<file path="config.mk">
export PLATFORM = sky130hd
export DESIGN_NAME = reset_sequencer
export DESIGN_NICKNAME = d
export VERILOG_FILES = /design/src/rtl/reset_sequencer.sv
export SDC_FILE = /design/constraint.sdc
export NUM_CORES = 1
export LEC_CHECK = 0
export ABC_AREA = 1
export CORE_UTILIZATION = 50
export DETAILED_ROUTE_END_ITERATION = 8
export GPL_TIMING_DRIVEN = 1
export PLACE_DENSITY = 0.8
export SYNTH_ARGS = -nofsm -noshare
export SYNTH_HDL_FRONTEND = slang
export SYNTH_SLANG_ARGS = --single-unit
export TNS_END_PERCENT = 20
</file>
<file path="constraint.sdc">
create_clock -name clock_domain -period 3.1 [get_ports clock_domain]
set_input_delay 0.31 -clock clock_domain [delete_from_list [all_inputs] [get_ports clock_domain]]
set_output_delay 0.31 -clock clock_domain [all_outputs]
set_load 0.005 [all_outputs]
</file>
<file path="src/rtl/reset_sequencer.sv">
// reset_sequencer
//   Central reset generator for the always-on clock domain. Collects software,
//   watchdog and external reset requests, holds every downstream domain reset
//   asserted for at least ASSERT_CYCLES edges, then releases the domains one at
//   a time in index order, STAGGER_CYCLES edges apart.
//
//   Every output comes straight from a flop. The outputs drive asynchronous
//   reset pins downstream, so they must never glitch.
//
//   Optional feature macro: RESET_SEQ_CAUSE_EN
//     defined   - reset_cause holds sticky {ext, wdt, sw} request bits, which
//                 cause_clear clears.
//     undefined - reset_cause is tied to 3'b000, cause_clear is ignored and no
//                 cause flops exist.

module reset_sequencer #(
  parameter int NUM_DOMAINS    = 3,
  parameter int ASSERT_CYCLES  = 16,
  parameter int STAGGER_CYCLES = 8
) (
  input  logic                   clock_domain,
  input  logic                   reset,
  input  logic                   sw_reset_req,
  input  logic                   wdt_reset_req,
  input  logic                   ext_reset_req,
  input  logic                   cause_clear,
  output logic [NUM_DOMAINS-1:0] domain_reset_n_out,
  output logic                   sequence_busy,
  output logic                   sequence_done,
  output logic [2:0]             reset_cause
);

  // ---------------------------------------------------------------------------
  // Parameter limits, checked at elaboration
  // ---------------------------------------------------------------------------
  if (NUM_DOMAINS < 1 || NUM_DOMAINS > 8) begin : g_bad_num_domains
    $error("reset_sequencer: NUM_DOMAINS must be in 1..8");
  end
  if (ASSERT_CYCLES < 2) begin : g_bad_assert_cycles
    $error("reset_sequencer: ASSERT_CYCLES must be >= 2");
  end
  if (STAGGER_CYCLES < 1) begin : g_bad_stagger_cycles
    $error("reset_sequencer: STAGGER_CYCLES must be >= 1");
  end

  // ---------------------------------------------------------------------------
  // Local sizing
  // ---------------------------------------------------------------------------
  // The counter counts up from 0 and is reloaded on every phase entry, so it
  // only has to reach the larger of the two phase lengths.
  localparam int MAX_CYCLES = (ASSERT_CYCLES > STAGGER_CYCLES) ? ASSERT_CYCLES
                                                              : STAGGER_CYCLES;
  localparam int CNT_W      = $clog2(MAX_CYCLES + 1);
  localparam int IDX_W      = (NUM_DOMAINS > 1) ? $clog2(NUM_DOMAINS) : 1;

  // Counter value seen on the edge that ends a phase.
  localparam logic [CNT_W-1:0] ASSERT_LAST  = CNT_W'(ASSERT_CYCLES - 1);
  localparam logic [CNT_W-1:0] STAGGER_LAST = CNT_W'(STAGGER_CYCLES - 1);
  localparam logic [IDX_W-1:0] LAST_IDX     = IDX_W'(NUM_DOMAINS - 1);

  typedef enum logic [1:0] {
    ST_ASSERT  = 2'd0,
    ST_RELEASE = 2'd1,
    ST_IDLE    = 2'd2
  } state_t;

  // ---------------------------------------------------------------------------
  // State, counters and registered outputs
  // ---------------------------------------------------------------------------
  state_t                 r_state;
  logic [CNT_W-1:0]       r_cnt;
  logic [IDX_W-1:0]       r_idx;        // next domain to release
  logic [NUM_DOMAINS-1:0] r_rst_n;
  logic                   r_busy;
  logic                   r_done;

  state_t                 w_state_nxt;
  logic [CNT_W-1:0]       w_cnt_nxt;
  logic [IDX_W-1:0]       w_idx_nxt;
  logic [NUM_DOMAINS-1:0] w_rst_n_nxt;
  logic                   w_busy_nxt;
  logic                   w_done_nxt;

  logic                   w_any_req;
  logic [2:0]             w_req_vec;

  assign w_req_vec = {ext_reset_req, wdt_reset_req, sw_reset_req};
  assign w_any_req = |w_req_vec;

  // State register and output flops; reset sampled synchronously.
  always_ff @(posedge clock_domain) begin
    // NOTE: sequential state uses non-blocking assignments, so every flop
    // samples values from before this edge and evaluation order cannot matter.
    if (reset) begin
      r_state <= ST_ASSERT;
      r_cnt   <= '0;
      r_idx   <= '0;
      r_rst_n <= '0;
      r_busy  <= 1'b1;
      r_done  <= 1'b0;
    end else begin
      r_state <= w_state_nxt;
      r_cnt   <= w_cnt_nxt;
      r_idx   <= w_idx_nxt;
      r_rst_n <= w_rst_n_nxt;
      r_busy  <= w_busy_nxt;
      r_done  <= w_done_nxt;
    end
  end

  // Next-state logic: a request overrides everything, otherwise walk the phases.
  always_comb begin
    // NOTE: every signal gets a default before any branch. A path that left one
    // unassigned would infer a latch.
    w_state_nxt = r_state;
    w_cnt_nxt   = r_cnt;
    w_idx_nxt   = r_idx;
    w_rst_n_nxt = r_rst_n;
    w_busy_nxt  = r_busy;
    w_done_nxt  = 1'b0;

    if (w_any_req) begin
      // Any request asserts every domain on the sampling edge. In ASSERT this
      // reloads the count, which extends the hold. In RELEASE it aborts.
      w_state_nxt = ST_ASSERT;
      w_cnt_nxt   = '0;
      w_idx_nxt   = '0;
      w_rst_n_nxt = '0;
      w_busy_nxt  = 1'b1;
    end else begin
      unique case (r_state)
        ST_ASSERT: begin
          w_rst_n_nxt = '0;
          w_busy_nxt  = 1'b1;
          if (r_cnt == ASSERT_LAST) begin
            w_rst_n_nxt[0] = 1'b1;
            w_cnt_nxt      = '0;
            if (NUM_DOMAINS == 1) begin
              // The first release is also the last one.
              w_state_nxt = ST_IDLE;
              w_busy_nxt  = 1'b0;
              w_done_nxt  = 1'b1;
            end else begin
              w_state_nxt = ST_RELEASE;
              w_idx_nxt   = IDX_W'(1);
            end
          end else begin
            w_cnt_nxt = r_cnt + CNT_W'(1);
          end
        end

        ST_RELEASE: begin
          if (r_cnt == STAGGER_LAST) begin
            // Only ever set bits here, so released bits stay high.
            w_rst_n_nxt[r_idx] = 1'b1;
            w_cnt_nxt          = '0;
            if (r_idx == LAST_IDX) begin
              w_state_nxt = ST_IDLE;
              w_busy_nxt  = 1'b0;
              w_done_nxt  = 1'b1;
            end else begin
              w_idx_nxt = r_idx + IDX_W'(1);
            end
          end else begin
            w_cnt_nxt = r_cnt + CNT_W'(1);
          end
        end

        ST_IDLE: begin
          w_rst_n_nxt = '1;
          w_busy_nxt  = 1'b0;
          w_cnt_nxt   = '0;
          w_idx_nxt   = '0;
        end

        default: begin
          // Recover from an illegal encoding by restarting a full sequence.
          w_state_nxt = ST_ASSERT;
          w_cnt_nxt   = '0;
          w_idx_nxt   = '0;
          w_rst_n_nxt = '0;
          w_busy_nxt  = 1'b1;
        end
      endcase
    end
  end

  assign domain_reset_n_out = r_rst_n;
  assign sequence_busy      = r_busy;
  assign sequence_done      = r_done;

  // ---------------------------------------------------------------------------
  // Sticky reset cause
  // ---------------------------------------------------------------------------
`ifdef RESET_SEQ_CAUSE_EN
  logic [2:0] r_cause;

  // Capture request sources even while reset is high. A new request beats a
  // clear on the same edge, and reset clears only when no request is present.
  always_ff @(posedge clock_domain) begin
    if (reset && !w_any_req) begin
      r_cause <= 3'b000;
    end else if (cause_clear) begin
      r_cause <= w_req_vec;
    end else begin
      r_cause <= r_cause | w_req_vec;
    end
  end

  assign reset_cause = r_cause;
`else
  logic w_unused_cause_clear;

  assign w_unused_cause_clear = cause_clear;
  assign reset_cause          = 3'b000;
`endif

endmodule
</file>
==> impl_results.md <==
* Final hold vios at 0
* Die ar. at 1820 sq um
* Int Power at 0.257 mW
* Max Buffers Root-to-Sink at 2
* Drc violations at 0
* Die X at 42.7 microns
* Layout cell share with drive strength beyond 1 at 12.9%
* Net switching power figure at 0.0672 mW
* N_diodes at 0
* Setup crit start kind: register
* Largest net degree at the start of global routing at 13
* Slack of the worst reg-to-reg path at 1.49 ns
* Sum Neg Setup Slack at 0 ns
* First-pass GRT wire length at 2570 microns
* Core region area at 1520 sq um
* Worst path arrival time at 1.84 ns
* Die Span Y at 42.7 microns
* IO Pins at 14
* CP max FO at 3
* Post-DP HPWL at 1120 microns
* Post-Syn Instances at 107
* Via/cell ratio at 5.13
* Sw Ratio at 20.7%
* Critical path's slowest cell: dfxtp_1
* Via count at 677
* Avg Cell Area, Syn at 7.73 sq um
* Sequential share of power at 55.5%
* Final Skew at 0.000603 ns
* Filler cells at 144
* Hold Buf Count CTS at 0
* RSZ-0062 raised after global routing: no
* Power Dens Cells at 349 nW/um^2
* Min cycle time layout at 1.61 ns
* Crit Path Category: reg2reg
* Main area contributors after synthesis: dfxtp_1 (34%), ha_1 (15%), nand2_1 (7.3%)
* Comb pwr share at 3.2%
* Seq. cell area at 280 sq um
* Post-synth EDFFs at 0
* FFs w/ async S/R, synth at 0%
* Top cell type's share of synthesized area at 33.9%
* Peak VDD IR at 0.298 mV
* Yosys warning total at 0
* Routability congestion estimate at 0.855
* Max Freq at 0.623 GHz
* Total track usage at 19.2%
* Biggest area consumer among synthesized cells: dfxtp_1
* Multi-input gate area at 452 sq um
* Worst hold-check path type: reg2reg
* Period utilisation layout at 51.8%
* CTS tree: done
* Post-CTS Setup Repair Bufs at 0
* Clk root buf: clkbuf_4
* H-tree Lvls at 1
* Main synth FF type: dfxtp_1
* Clk_lat worst skew at 0.29 ns
* Outcome: complete, no violations
* FF+latch count, synth at 14
* P_leak at 0.386 nW
* Initial Util at 54.3%
* Max Cap Viol at 0
* Final WL at 1510 microns
* Critical Path Max Stage Delay at 0.36 ns
* Nets at 133
* Initial detailed-routing violation count at 8
* Worst path cell trace: ha_1 > nand2_1 > inv_2 > nand2_1 > inv_1 > ha_1 > inv_1 > a21oi_1 > nand3_1 > nand2_1 > nand2_1 > nor2_1
* Antenna Nets Post-Route at 0
* Number of buffers created by CTS at 3
* Post-Syn Area at 827 sq um
* WL/cell at 11.4 microns
* Worst EP required at 3.33 ns
* DRT Pass-1 Iters at 4
* Final Max Slew Viols at 0
* Post-DP Area at 895 sq um
* Area Overhead vs Synth at 12.6%
* Post-CTS sizing at 0
* Congestion Overflow GR at 0
* CTS Sinks at 14
* Top cell by count, worst path: nand2_1
* PortBufs at 9
* Worst-path clk slew at 0.08 ns
* Initial antenna violation count at 0
* Clock power share at 41.3%
* Synth cell types at 27
* Vias in the first global route at 623
* Critical path endpoint category: register
* Final instance area at 931 sq um
* Sequential area share after synthesis at 33.9%
* Setup violations, final at 0
* Rows at 14
power by group through the flow:
stage	clock [mW]	combinational, mW	sequential, mW
after detailed placement	0	0.0104	0.185
after CTS	0.139	0.0104	0.180
after global routing	0.145	0.0115	0.180
after floorplan	0	0.00720	0.185
after global placement	0	0.0101	0.185
final	0.134	0.0103	0.180
final timing paths:
kind	from	endpoint	cells past startpoint
min reg2reg	r_cnt[0]	r_cnt[0]	1
max reg2reg	r_cnt[0]	r_state[0]	12
max	r_cnt[0]	r_state[0]	12
min	r_cnt[0]	r_cnt[0]	1
flip-flops by register name, summed over array words and instances, names as in the netlist:
name and cells:
r_state 2, r_idx 2, sequence_done 1, domain_reset_n_out 3
r_cnt 5, sequence_busy 1
cell usage in the layout, fill, tap and decap left out:
cell and count:
a21o_1 1, nor2_2 1, conb_1 3, a22oi_1 1, nand3_2 2, clkbuf_4 3, or2_2 2, clkbuf_8 1
dfxtp_1 14, clkdlybuf4s50_1 9, or2_4 1, ha_1 10, o211ai_1 1, nand2_2 2, inv_2 2, xor2_1 1
a21oi_1 10, nor3_1 1, nand3_1 4, nand4_1 1, o21ai_0 5, o21ai_1 1, a21oi_2 1, nor2_1 10
nand2_1 16, inv_1 12, nor4_1 1
layer usage:
metal	track usage, %	vias up	wire length, microns
li1	-	355	-
met1	22.5	305	694
met2	31.2	12	711
met3	3.83	5	63
met4	13.1	0	38
met5	0	-	0
cell usage after synthesis (2+ instances only):
cell type  count
nand2_2        2
inv_2          2
buf_4          3
nor2_1        10
inv_1         12
nand3_1        4
o21ai_0        5
dfxtp_1       14
or2_2          2
a21oi_1       10
ha_1          10
buf_6          2
nand3_2        2
nand2_1       16
worst max-delay path, delay by kind of cell (launching register included):
kind / cells / cell delay, ns
AOI/OAI and AO/OA: 1 / 0.17
adders and majority gates: 2 / 0.33
buffers and inverters: 3 / 0.20
DFF: 1 / 0.36
and+or+nand+nor: 6 / 0.49
area by class of cell:
type,instances,area share (%)
Multi-Input combinational cell,75,48.5
Sequential cell,14,30.1
Timing Repair Buffer,9,9.68
Inverter,14,5.65
Clock buffer,4,3.90
Tap cell,16,2.15
metrics by stage:
| step | setup WS, ns | cells | total power, mW | hold slack [ns] | util, % |
|---|---|---|---|---|---|
| detailed placement | 1.49 | 128 | 0.195 | 0.445 | 58.7 |
| CTS | 1.47 | 132 | 0.330 | 0.462 | 61.1 |
| global placement | 1.54 | 128 | 0.195 | 0.432 | 58.7 |
| global route | 1.26 | 132 | 0.337 | 0.483 | 61.1 |
| finish | 1.49 | 132 | 0.325 | 0.456 | 61.1 |
| floorplan | 1.67 | 109 | 0.192 | 0.418 | - |
kinds of logic after synthesis:
kind of cell	after synthesis	synth area share (%)
simple gates	41	23.6
flops	14	33.9
xor+xnor	1	1.06
buf+inv	20	12.4
other cells	1	0.453
compound gates	20	13.5
fa+ha+maj	10	15.1
Note: power is estimated with default switching activity, not from simulation.
